**src/rtl/audio_pdm_adc.sv**
```systemverilog
// Stereo PDM microphone receiver: generates the PDM bit clock, samples L/R on opposite
// phases, decimates each stream with a 3rd-order CIC and emits {right,left} PCM on AXI-stream.
module audio_pdm_adc #(
  parameter int unsigned PDM_CLK_DIV = 16,
  parameter int unsigned DECIMATION  = 64
) (
  input  logic        clk_i,
  input  logic        rst_i,
  input  logic        enable_i,
  input  logic        pdm_data_i,
  output logic        pdm_clk_o,
  output logic        outport_tvalid_o,
  output logic [31:0] outport_tdata_o,
  output logic [3:0]  outport_tstrb_o,
  output logic [3:0]  outport_tdest_o,
  output logic        outport_tlast_o,
  input  logic        outport_tready_i,
  output logic        overrun_o
);

  localparam int unsigned HALF     = PDM_CLK_DIV / 2;
  localparam int unsigned DIV_W    = $clog2(PDM_CLK_DIV);
  localparam int unsigned DEC_W    = $clog2(DECIMATION);
  localparam int unsigned CIC_W    = 2 + 3 * DEC_W;
  localparam int unsigned SHIFT    = 3 * DEC_W - 15;
  localparam int unsigned CH_LEFT  = 0;
  localparam int unsigned CH_RIGHT = 1;

  logic [1:0]       sync_q;
  logic [DIV_W-1:0] div_q;
  logic [DIV_W-1:0] div_d;
  logic             pdm_clk_q;
  logic [DEC_W-1:0] dec_q;
  logic             frame_p1_q;
  logic             frame_p2_q;
  logic             stb_c [2];
  logic             frame_c;
  logic signed [CIC_W-1:0] x_c;
  logic signed [CIC_W-1:0] integ_q [2][3];
  logic signed [CIC_W-1:0] dly_q   [2][3];
  logic signed [CIC_W-1:0] comb_c  [2][3];
  logic signed [CIC_W-1:0] comb_q  [2];
  logic signed [CIC_W-1:0] sh_c    [2];
  logic [15:0]      pcm_c [2];
  logic             tvalid_q;
  logic [31:0]      tdata_q;
  logic             overrun_q;
  logic             xfer_c;

  // Two-flop synchroniser for the shared mic data line
  always_ff @(posedge clk_i or negedge rst_i) begin
    if (!rst_i) sync_q <= '0;
    else        sync_q <= {sync_q[0], pdm_data_i};
  end

  always_comb begin
    div_d = '0;
    if (enable_i && (div_q != DIV_W'(PDM_CLK_DIV - 1))) div_d = div_q + DIV_W'(1);
  end

  // pdm_clk_q is computed from div_d so it tracks div_q exactly
  always_ff @(posedge clk_i or negedge rst_i) begin
    if (!rst_i) begin
      div_q     <= '0;
      pdm_clk_q <= 1'b0;
    end else begin
      div_q     <= div_d;
      pdm_clk_q <= (div_d >= DIV_W'(HALF));
    end
  end

  always_comb begin
    stb_c[CH_RIGHT] = enable_i && (div_q == DIV_W'(HALF - 1));
    stb_c[CH_LEFT]  = enable_i && (div_q == DIV_W'(PDM_CLK_DIV - 1));
    frame_c         = stb_c[CH_RIGHT] && (dec_q == '1);
    x_c             = sync_q[1] ? CIC_W'(1) : '1;
  end

  // Integrators and decimation counter; wrap-around is intentional
  always_ff @(posedge clk_i or negedge rst_i) begin
    if (!rst_i) begin
      dec_q      <= '0;
      frame_p1_q <= 1'b0;
      frame_p2_q <= 1'b0;
      for (int ch = 0; ch < 2; ch++)
        for (int s = 0; s < 3; s++) integ_q[ch][s] <= '0;
    end else if (!enable_i) begin
      dec_q      <= '0;
      frame_p1_q <= 1'b0;
      frame_p2_q <= 1'b0;
      for (int ch = 0; ch < 2; ch++)
        for (int s = 0; s < 3; s++) integ_q[ch][s] <= '0;
    end else begin
      if (stb_c[CH_RIGHT]) dec_q <= dec_q + DEC_W'(1);
      frame_p1_q <= frame_c;
      frame_p2_q <= frame_p1_q;
      for (int ch = 0; ch < 2; ch++) begin
        if (stb_c[ch]) begin
          integ_q[ch][0] <= integ_q[ch][0] + x_c;
          integ_q[ch][1] <= integ_q[ch][1] + integ_q[ch][0];
          integ_q[ch][2] <= integ_q[ch][2] + integ_q[ch][1];
        end
      end
    end
  end

  always_comb begin
    for (int ch = 0; ch < 2; ch++) begin
      comb_c[ch][0] = integ_q[ch][2] - dly_q[ch][0];
      comb_c[ch][1] = comb_c[ch][0]  - dly_q[ch][1];
      comb_c[ch][2] = comb_c[ch][1]  - dly_q[ch][2];
    end
  end

  // Comb stages evaluated once per frame, one cycle after the frame-end strobe
  always_ff @(posedge clk_i or negedge rst_i) begin
    if (!rst_i) begin
      for (int ch = 0; ch < 2; ch++) begin
        comb_q[ch] <= '0;
        for (int s = 0; s < 3; s++) dly_q[ch][s] <= '0;
      end
    end else if (!enable_i) begin
      for (int ch = 0; ch < 2; ch++) begin
        comb_q[ch] <= '0;
        for (int s = 0; s < 3; s++) dly_q[ch][s] <= '0;
      end
    end else if (frame_p1_q) begin
      for (int ch = 0; ch < 2; ch++) begin
        comb_q[ch]   <= comb_c[ch][2];
        dly_q[ch][0] <= integ_q[ch][2];
        dly_q[ch][1] <= comb_c[ch][0];
        dly_q[ch][2] <= comb_c[ch][1];
      end
    end
  end

  // Scale to 16 bits; saturate when the bits above bit 15 are not pure sign extension
  always_comb begin
    for (int ch = 0; ch < 2; ch++) begin
      sh_c[ch]  = comb_q[ch] >>> SHIFT;
      pcm_c[ch] = sh_c[ch][15:0];
      if ((sh_c[ch][CIC_W-1:15] != '0) && (sh_c[ch][CIC_W-1:15] != '1))
        pcm_c[ch] = sh_c[ch][CIC_W-1] ? 16'h8000 : 16'h7FFF;
    end
  end

  assign xfer_c = tvalid_q && outport_tready_i;

  // Output holding register; a frame arriving while one is still pending is dropped
  always_ff @(posedge clk_i or negedge rst_i) begin
    if (!rst_i) begin
      tvalid_q  <= 1'b0;
      tdata_q   <= '0;
      overrun_q <= 1'b0;
    end else begin
      overrun_q <= 1'b0;
      if (frame_p2_q && (!tvalid_q || xfer_c)) begin
        tvalid_q <= 1'b1;
        tdata_q  <= {pcm_c[CH_RIGHT], pcm_c[CH_LEFT]};
      end else if (frame_p2_q) begin
        overrun_q <= 1'b1;
      end else if (xfer_c) begin
        tvalid_q <= 1'b0;
      end
    end
  end

  assign pdm_clk_o        = pdm_clk_q;
  assign outport_tvalid_o = tvalid_q;
  assign outport_tdata_o  = tdata_q;
  assign outport_tstrb_o  = 4'hF;
  assign outport_tdest_o  = 4'h0;
  assign outport_tlast_o  = 1'b1;
  assign overrun_o        = overrun_q;

endmodule

```
**config.mk**
```make
export PLATFORM = sky130hd
export DESIGN_NAME = audio_pdm_adc
export DESIGN_NICKNAME = d
export VERILOG_FILES = /design/src/rtl/audio_pdm_adc.sv
export SDC_FILE = /design/constraint.sdc
export NUM_CORES = 1
export LEC_CHECK = 0
export BUFFER_PORTS_ARGS = -buffer_cell sky130_fd_sc_hd__buf_2
export CAP_MARGIN = 20
export CORE_UTILIZATION = 45
export DETAILED_ROUTE_END_ITERATION = 10
export HOLD_SLACK_MARGIN = 0.1
export PLACE_DENSITY = 0.63
export SYNTH_ARGS = -nofsm -noshare
export SYNTH_HDL_FRONTEND = slang
export SYNTH_SLANG_ARGS = --single-unit
```
**constraint.sdc**
```tcl
create_clock -name clk_i -period 12.3 [get_ports clk_i]
set_input_delay 2.46 -clock clk_i [delete_from_list [all_inputs] [get_ports clk_i]]
set_output_delay 2.46 -clock clk_i [all_outputs]
set_load 0.01 [all_outputs]
```
==> metrics.yaml, run 1 <==
synthesis:
  syn_inst: 2619
  avgSynthCellArea_sq_um: 8.74
  synth-seq-area-share_pct: 35.2
  syn_area_sq_mm: 0.0229
  ys_warn_count: 0
  synth-main-ff-cell: "dfrtp_1"
  postSynth.asyncResetShare_pct: 100
  yosysUniqueCellTypes: 75
  synth_edf_count: 0
  synth_seq_cells: 322
power_and_ir_drop:
  leakage_nw: 11.6
  p_total_mw: 2.52
  power_density_mw_per_mm2: 100
  peakVddDrop_mv: 0.0768
clock_network:
  numCtsBuffers: 38
  clk_path_buf_depth: 3
  cts_tree: "built"
  cts_root_buffer: "clkbuf_16"
  cts_sinks: 322
  htree_levels: 2
  clock_latency_ns: 0.53
  hold_buffers: 0
  cts_resized: 0
  cts_setup_buffers: 0
  cts.clk_slew.worst_paths_ns: 0.06
final_layout:
  final_common_cell: "dfrtp_1"
  utilization_pct: 50.1
  final_nets: 2857
  areaGrowthSynthToFinish_pct: 9.93
  n_antenna_cell: 0
  drive_above_1_share_pct: 5.68
  layout_common_cells: "dfrtp_1 (321), a21oi_1 (306), nor2_1 (297), nand2_1 (240), ha_1 (230)"
  final_area_sq_mm: 0.0252
detailed_routing:
  routedWlPerCell_um: 13.7
  vias: 17700
  dr.pass1.iters: 5
  routed_wl_um: 45600
  final_antenna_net_count: 0
  route.detailed.drc: 0
  vias_per_cell: 5.34
  drt-initial-drc-count: 999
sta:
  tns_ns: 0
  fmax_mhz: 163
  rsz0062_at_grt: "false"
  worst_pin_slew_ns: 1.08
  fin_skew_ns: 0.0158
  period_share_pct: 50.0
  hold_violations: 0
  maxSlewViolCount: 0
  period_minus_slack_ns: 6.15
  setup_viol: 0
  slew_headroom_pct: 28.1
  whs_ns: 0.351
floorplan:
  start_util_pct: 45.6
  fp.dieW_um: 228
  die_y_um: 228
  ios: 49
  die-area_sq_mm: 0.0518
  num_rows: 82
  coreArea_sq_mm: 0.0502
critical_path:
  cp_slowest_cell: "dfrtp_1"
  worstSetupEndpointType: "flip-flop"
  cp_slowest_stage_delay_ns: 0.41
  crit_top_cell: "a21oi_1"
  critPathLaunchType: "flip-flop"
  cp_max_fo: 6
  arrival_ns: 6.53
  crit_required_ns: 12.67
  crit_type: "flip-flop to flip-flop"
run_status:
  status: "complete, no violations"
placed_design:
  place_congestion: 0.818
  post_dp_cell_area_sq_mm: 0.0236
  hpwl_um: 31100
  port_buffers: 39
hold_path:
  hold_class: "flip-flop to flip-flop"
job:
  cap_violations: 0
global_routing:
  grt_max_degree: 167
  grt_antenna_before_repair: 0
  gr-total-overflow: 0
  grt_pass1_vias: 17000
  grt.total_usage_pct: 17.8
  grt_pass1_wl_um: 78900
worst max-delay path: cells and delay by family (launching register included):
| kind | cells | cell delay [ns] |
|---|---|---|
| AOI/OAI and AO/OA | 15 | 2.93 |
| xor gates and xnor gates | 3 | 0.47 |
| adders and majority gates | 4 | 1.26 |
| buffers and inverters | 2 | 0.12 |
| DFF | 1 | 0.41 |
| and+or+nand+nor | 6 | 0.81 |
metrics by stage:
stage,std cells,setup WS [ns]
floorplan,2626,6.70
global placement,3242,6.31
detailed placement,3242,6.18
CTS,3311,6.15
global route,3313,5.58
finish,3313,6.15
where the power goes:
group / switching, mW / total, mW / leakage [nW] / internal [mW]
combinational: 0.0989 / 0.155 / 6.40 / 0.0563
sequential: 0.00222 / 1.06 / 4.49 / 1.06
clock: 0.462 / 1.30 / 0.711 / 0.835
total: 0.564 / 2.52 / 11.6 / 1.95
cell families after synthesis:
kind of cell,synth area share [%]
multiplexers,5.62
flip-flops,35.2
adder cells (fa/ha/maj),13.4
buffers and inverters,4.76
AND/OR/NAND/NOR,16.0
XOR/XNOR,7.11
other,0.0328
AO/OA/AOI/OAI,17.9
registers in the layout (all words and copies together), names as in the netlist:
register,count
outport_tvalid_o,1
overrun_o,1
frame_p2_q,1
sync_q,2
outport_tdata_o,32
div_q,4
integ_q,120
dly_q,120
comb_q,34
frame_p1_q,1
dec_q,6
routing by layer:
layer	up-vias	part of all wire (%)	global-route usage [%]
met2	196	47	31.1
li1	9154	-	-
met5	-	0	0
met4	0	1.6	4.24
met1	8272	49	23.3
met3	60	2.7	2.34
path summary, 6_finish.rpt:
path	start	end	slack [ns]	depth (start not counted)
worst max-delay path	integ_q[0]$_DFFE_PN0P_	comb_q[19]$_DFFE_PN0P_	6.15	30
worst min-delay path	sync_q[0]$_DFF_PN0_	sync_q[1]$_DFF_PN0_	0.35	0
worst max register to register	integ_q[0]$_DFFE_PN0P_	comb_q[19]$_DFFE_PN0P_	6.15	30
worst min register to register	sync_q[0]$_DFF_PN0_	sync_q[1]$_DFF_PN0_	0.35	0
max in group asynchronous	rst_i	integ_q[41]$_DFFE_PN0P_	9.06	2
min in group asynchronous	rst_i	comb_q[29]$_DFFE_PN0P_	1.93	1
Yosys cell counts, types with 10 or more instances:
cell	number	share of area, %
nor3_1	39	0.85
nand2b_1	28	0.77
dfrtp_1	322	35
a31oi_1	21	0.57
or3_1	26	0.71
a21oi_1	306	6.7
nor2b_1	21	0.57
nand4_1	17	0.46
fa_1	10	0.87
o211ai_1	11	0.36
buf_1	24	0.39
o21bai_1	27	0.89
inv_1	176	2.9
mux2i_1	124	5.4
and2_1	12	0.33
xnor2_1	115	4.4
xor2_1	61	2.3
o21ai_0	69	1.5
o31ai_1	15	0.49
o21a_1	23	0.75
nor2_1	297	4.9
nand4b_1	10	0.38
nand2_1	241	4.0
clkbuf_1	72	1.2
a211oi_1	44	1.4
and3_1	20	0.55
nand3_1	45	0.98
ha_1	230	13
a21o_1	81	2.7
nor3b_1	10	0.33
layout make-up:
cell class | instances | area [sq um]
Clock inverter | 23 | 388
Tap cell | 672 | 841
Multi-Input combinational cell | 2023 | 13800
Clock buffer | 46 | 1070
Timing Repair Buffer | 51 | 348
Inverter | 176 | 668
Sequential cell | 322 | 8060
Fill cell | 4509 | 25000
(Power assumes the default switching activity.)
==> run 2, diff against run 1 <==
--- a/config.mk
+++ b/config.mk
@@ -10,7 +10,7 @@
 export CORE_UTILIZATION = 45
 export DETAILED_ROUTE_END_ITERATION = 10
 export HOLD_SLACK_MARGIN = 0.1
-export PLACE_DENSITY = 0.63
+export PLACE_DENSITY = 0.66
 export SYNTH_ARGS = -nofsm -noshare
 export SYNTH_HDL_FRONTEND = slang
 export SYNTH_SLANG_ARGS = --single-unit
==> constraint.sdc (replaced) <==
create_clock -name clk_i -period 5.4 [get_ports clk_i]
set_input_delay 1.08 -clock clk_i [delete_from_list [all_inputs] [get_ports clk_i]]
set_output_delay 1.08 -clock clk_i [all_outputs]
set_load 0.01 [all_outputs]
==> metrics.yaml, run 2 (synthesized netlist as in run 1, its figures left out) <==
final_layout:
  layout_common_cells: "dfrtp_1 (321), a21oi_1 (298), nor2_1 (295), nand2_1 (240), ha_1 (227)"
  n_antenna_cell: 0  # unchanged
  utilization_pct: 50.7  # +0.52 points
  drive_above_1_share_pct: 8.35  # +2.7 points
  final_common_cell: "dfrtp_1"
  reg.largest.list: "dly_q: 120 flops, integ_q: 120 flops, comb_q: 34 flops"
  final_nets: 2902  # +1.6%
  areaGrowthSynthToFinish_pct: 11.1
floorplan:
  coreArea_sq_mm: 0.0502  # unchanged
  die_y_um: 228  # unchanged
  num_rows: 82  # unchanged
  fp.dieW_um: 228  # unchanged
  start_util_pct: 45.6  # unchanged
  die-area_sq_mm: 0.0518  # unchanged
  ios: 49  # unchanged
placed_design:
  place_congestion: 0.814  # -0.43%
  port_buffers: 39  # unchanged
  hpwl_um: 32100  # +3.2%
  place_ws_ns: -0.114  # -6.29 ns
sta:
  setup_viol: 0  # unchanged
  worst_pin_slew_ns: 1.09  # +0.0129 ns
  slew_headroom_pct: 27.3  # -0.86 points
  hold_violations: 0  # unchanged
  rsz0062_at_grt: "true"
  period_share_pct: 99.9  # +50 points
  whs_ns: 0.348  # -0.00294 ns
  period_minus_slack_ns: 5.40  # -0.756 ns
  fin_skew_ns: 0.0232  # +0.00732 ns
  fmax_mhz: 185  # +14%
  tns_ns: 0  # unchanged
  fin_ws_ns: 0.00302  # -6.14 ns
  maxSlewViolCount: 0  # unchanged
critical_path:
  critPathLaunchType: "flip-flop"
  rr_startpoint: "integ_q[0]$_DFFE_PN0P_"
  crit_required_ns: 5.86  # -6.81 ns
  r2r_cells: 29  # -3.3%
  r2r-end: "comb_q[19]$_DFFE_PN0P_"
  arrival_ns: 5.86  # -0.67 ns
  worstSetupEndpointType: "flip-flop"
  cp_max_fo: 3  # -3
  crit_path_end: "comb_q[19]$_DFFE_PN0P_"
  crit_type: "flip-flop to flip-flop"
  cp_slowest_cell: "dfrtp_1"
  cp_slowest_stage_delay_ns: 0.38  # -0.03 ns
  cp-startpoint: "integ_q[0]$_DFFE_PN0P_"
  r2r_slack_ns: 0.003  # -6.14 ns
  crit_top_cell: "a21oi_2"
power_and_ir_drop:
  p_total_mw: 5.38  # +110%
  power_density_mw_per_mm2: 212  # +110%
  p_comb_share_pct: 7.7  # +1.5 points
  power_frac_clock_pct: 47.3  # -4.3 points
  p_sw_share_pct: 23.3  # +0.95 points
  internal_power_mw: 4.12  # +110%
  power.switching_mw: 1.26  # +120%
  peakVddDrop_mv: 0.166  # +120%
  power_frac_seq_pct: 45.0  # +2.7 points
  leakage_nw: 11.8  # +1.3%
clock_network:
  cts.clk_slew.worst_paths_ns: 0.06  # about the same
  htree_levels: 2  # unchanged
  clock_latency_ns: 0.54  # about the same
  cts_tree: "built"
  cts_sinks: 322  # unchanged
  cts_root_buffer: "clkbuf_16"
  hold_buffers: 0  # unchanged
  clk_path_buf_depth: 3  # unchanged
  numCtsBuffers: 36  # -5.3%
global_routing:
  grt_max_degree: 191  # +14%
  grt_pass1_vias: 17400  # +2.8%
  grt_pass1_wl_um: 79600  # +0.80%
  gr-total-overflow: 0  # unchanged
  grt.total_usage_pct: 18.0  # +0.12 points
  grt_antenna_before_repair: 0  # unchanged
detailed_routing:
  routed_wl_um: 45900  # +0.65%
  drt-initial-drc-count: 875  # -12%
  dr.pass1.iters: 5  # unchanged
  vias_per_cell: 5.37  # +0.61%
  vias: 18000  # +1.9%
  routedWlPerCell_um: 13.7  # -0.61%
  final_antenna_net_count: 0  # unchanged
  route.detailed.drc: 0  # unchanged
hold_path:
  hold_class: "flip-flop to flip-flop"
run_status:
  status: "complete, no violations"
job:
  cap_violations: 0  # unchanged
run 2: cell types whose count changed in the layout (fill, tap and decap cells not counted), sizes merged:
cell,previous run,this run
clkbuf,46,43
bufinv,10,5
inv,177,179
clkinv,9,11
buf,51,98
clkinvlp,3,2
run 2: worst max-delay path, delay by kind of cell, from the launching register on:
kind,cells,cell delay [ns]
XOR/XNOR,3,0.48
AO/OA/AOI/OAI,14,2.57
flip-flops,1,0.38
adder cells (fa/ha/maj),4,0.99
AND/OR/NAND/NOR,6,0.81
buffers and inverters,2,0.10
run 2: how the worst min path moves through the flow:
stage                        startpoint                   to  slack, ns  cells past startpoint
finish              sync_q[0]$_DFF_PN0_  sync_q[1]$_DFF_PN0_       0.35                      0
global route        sync_q[0]$_DFF_PN0_  sync_q[1]$_DFF_PN0_       0.37                      0
detailed placement  sync_q[0]$_DFF_PN0_  sync_q[1]$_DFF_PN0_       0.34                      0
global placement    sync_q[0]$_DFF_PN0_  sync_q[1]$_DFF_PN0_       0.33                      0
floorplan           sync_q[0]$_DFF_PN0_  sync_q[1]$_DFF_PN0_       0.33                      0
CTS                 sync_q[0]$_DFF_PN0_  sync_q[1]$_DFF_PN0_       0.35                      0
run 2: power groups by stage:
| stage | clock network (mW) | logic (mW) | registers [mW] |
|---|---|---|---|
| floorplan | 0 | 0.259 | 2.46 |
| global placement | 0 | 0.390 | 2.47 |
| detailed placement | 0 | 0.404 | 2.47 |
| CTS | 2.62 | 0.413 | 2.42 |
| global route | 2.72 | 0.464 | 2.42 |
| finish | 2.55 | 0.412 | 2.42 |
run 2: area by class of cell:
type	count	area, sq um
clock buffers	43	968
clock inverters	21	262
fillers	4513	24800
inverters	176	668
multi-input cells	2023	13900
flip-flops and latches	322	8060
well taps	672	841
repair buffers	98	701
run 2: repair_timing:
action                     4_1_cts  5_1_grt
pin swaps                        7       25
buffers inserted                 3        6
resized for setup                7       30
setup endpoints to repair        6       13
cloned                           0        0
run 2: routing by layer:
layer	GRT usage, %	up-vias	part of all wire [%]
met3	2.07	56	2.9
met4	4.35	0	1.6
met5	0	-	0
li1	-	9239	-
met2	32.2	233	49
met1	22.9	8488	47
run 2: per-stage QoR:
stage | cells | instance area [sq um]
floorplan | 2626 | 22900
detailed placement | 3280 | 23900
global route | 3355 | 25400
CTS | 3347 | 25200
global placement | 3280 | 23900
finish | 3355 | 25400
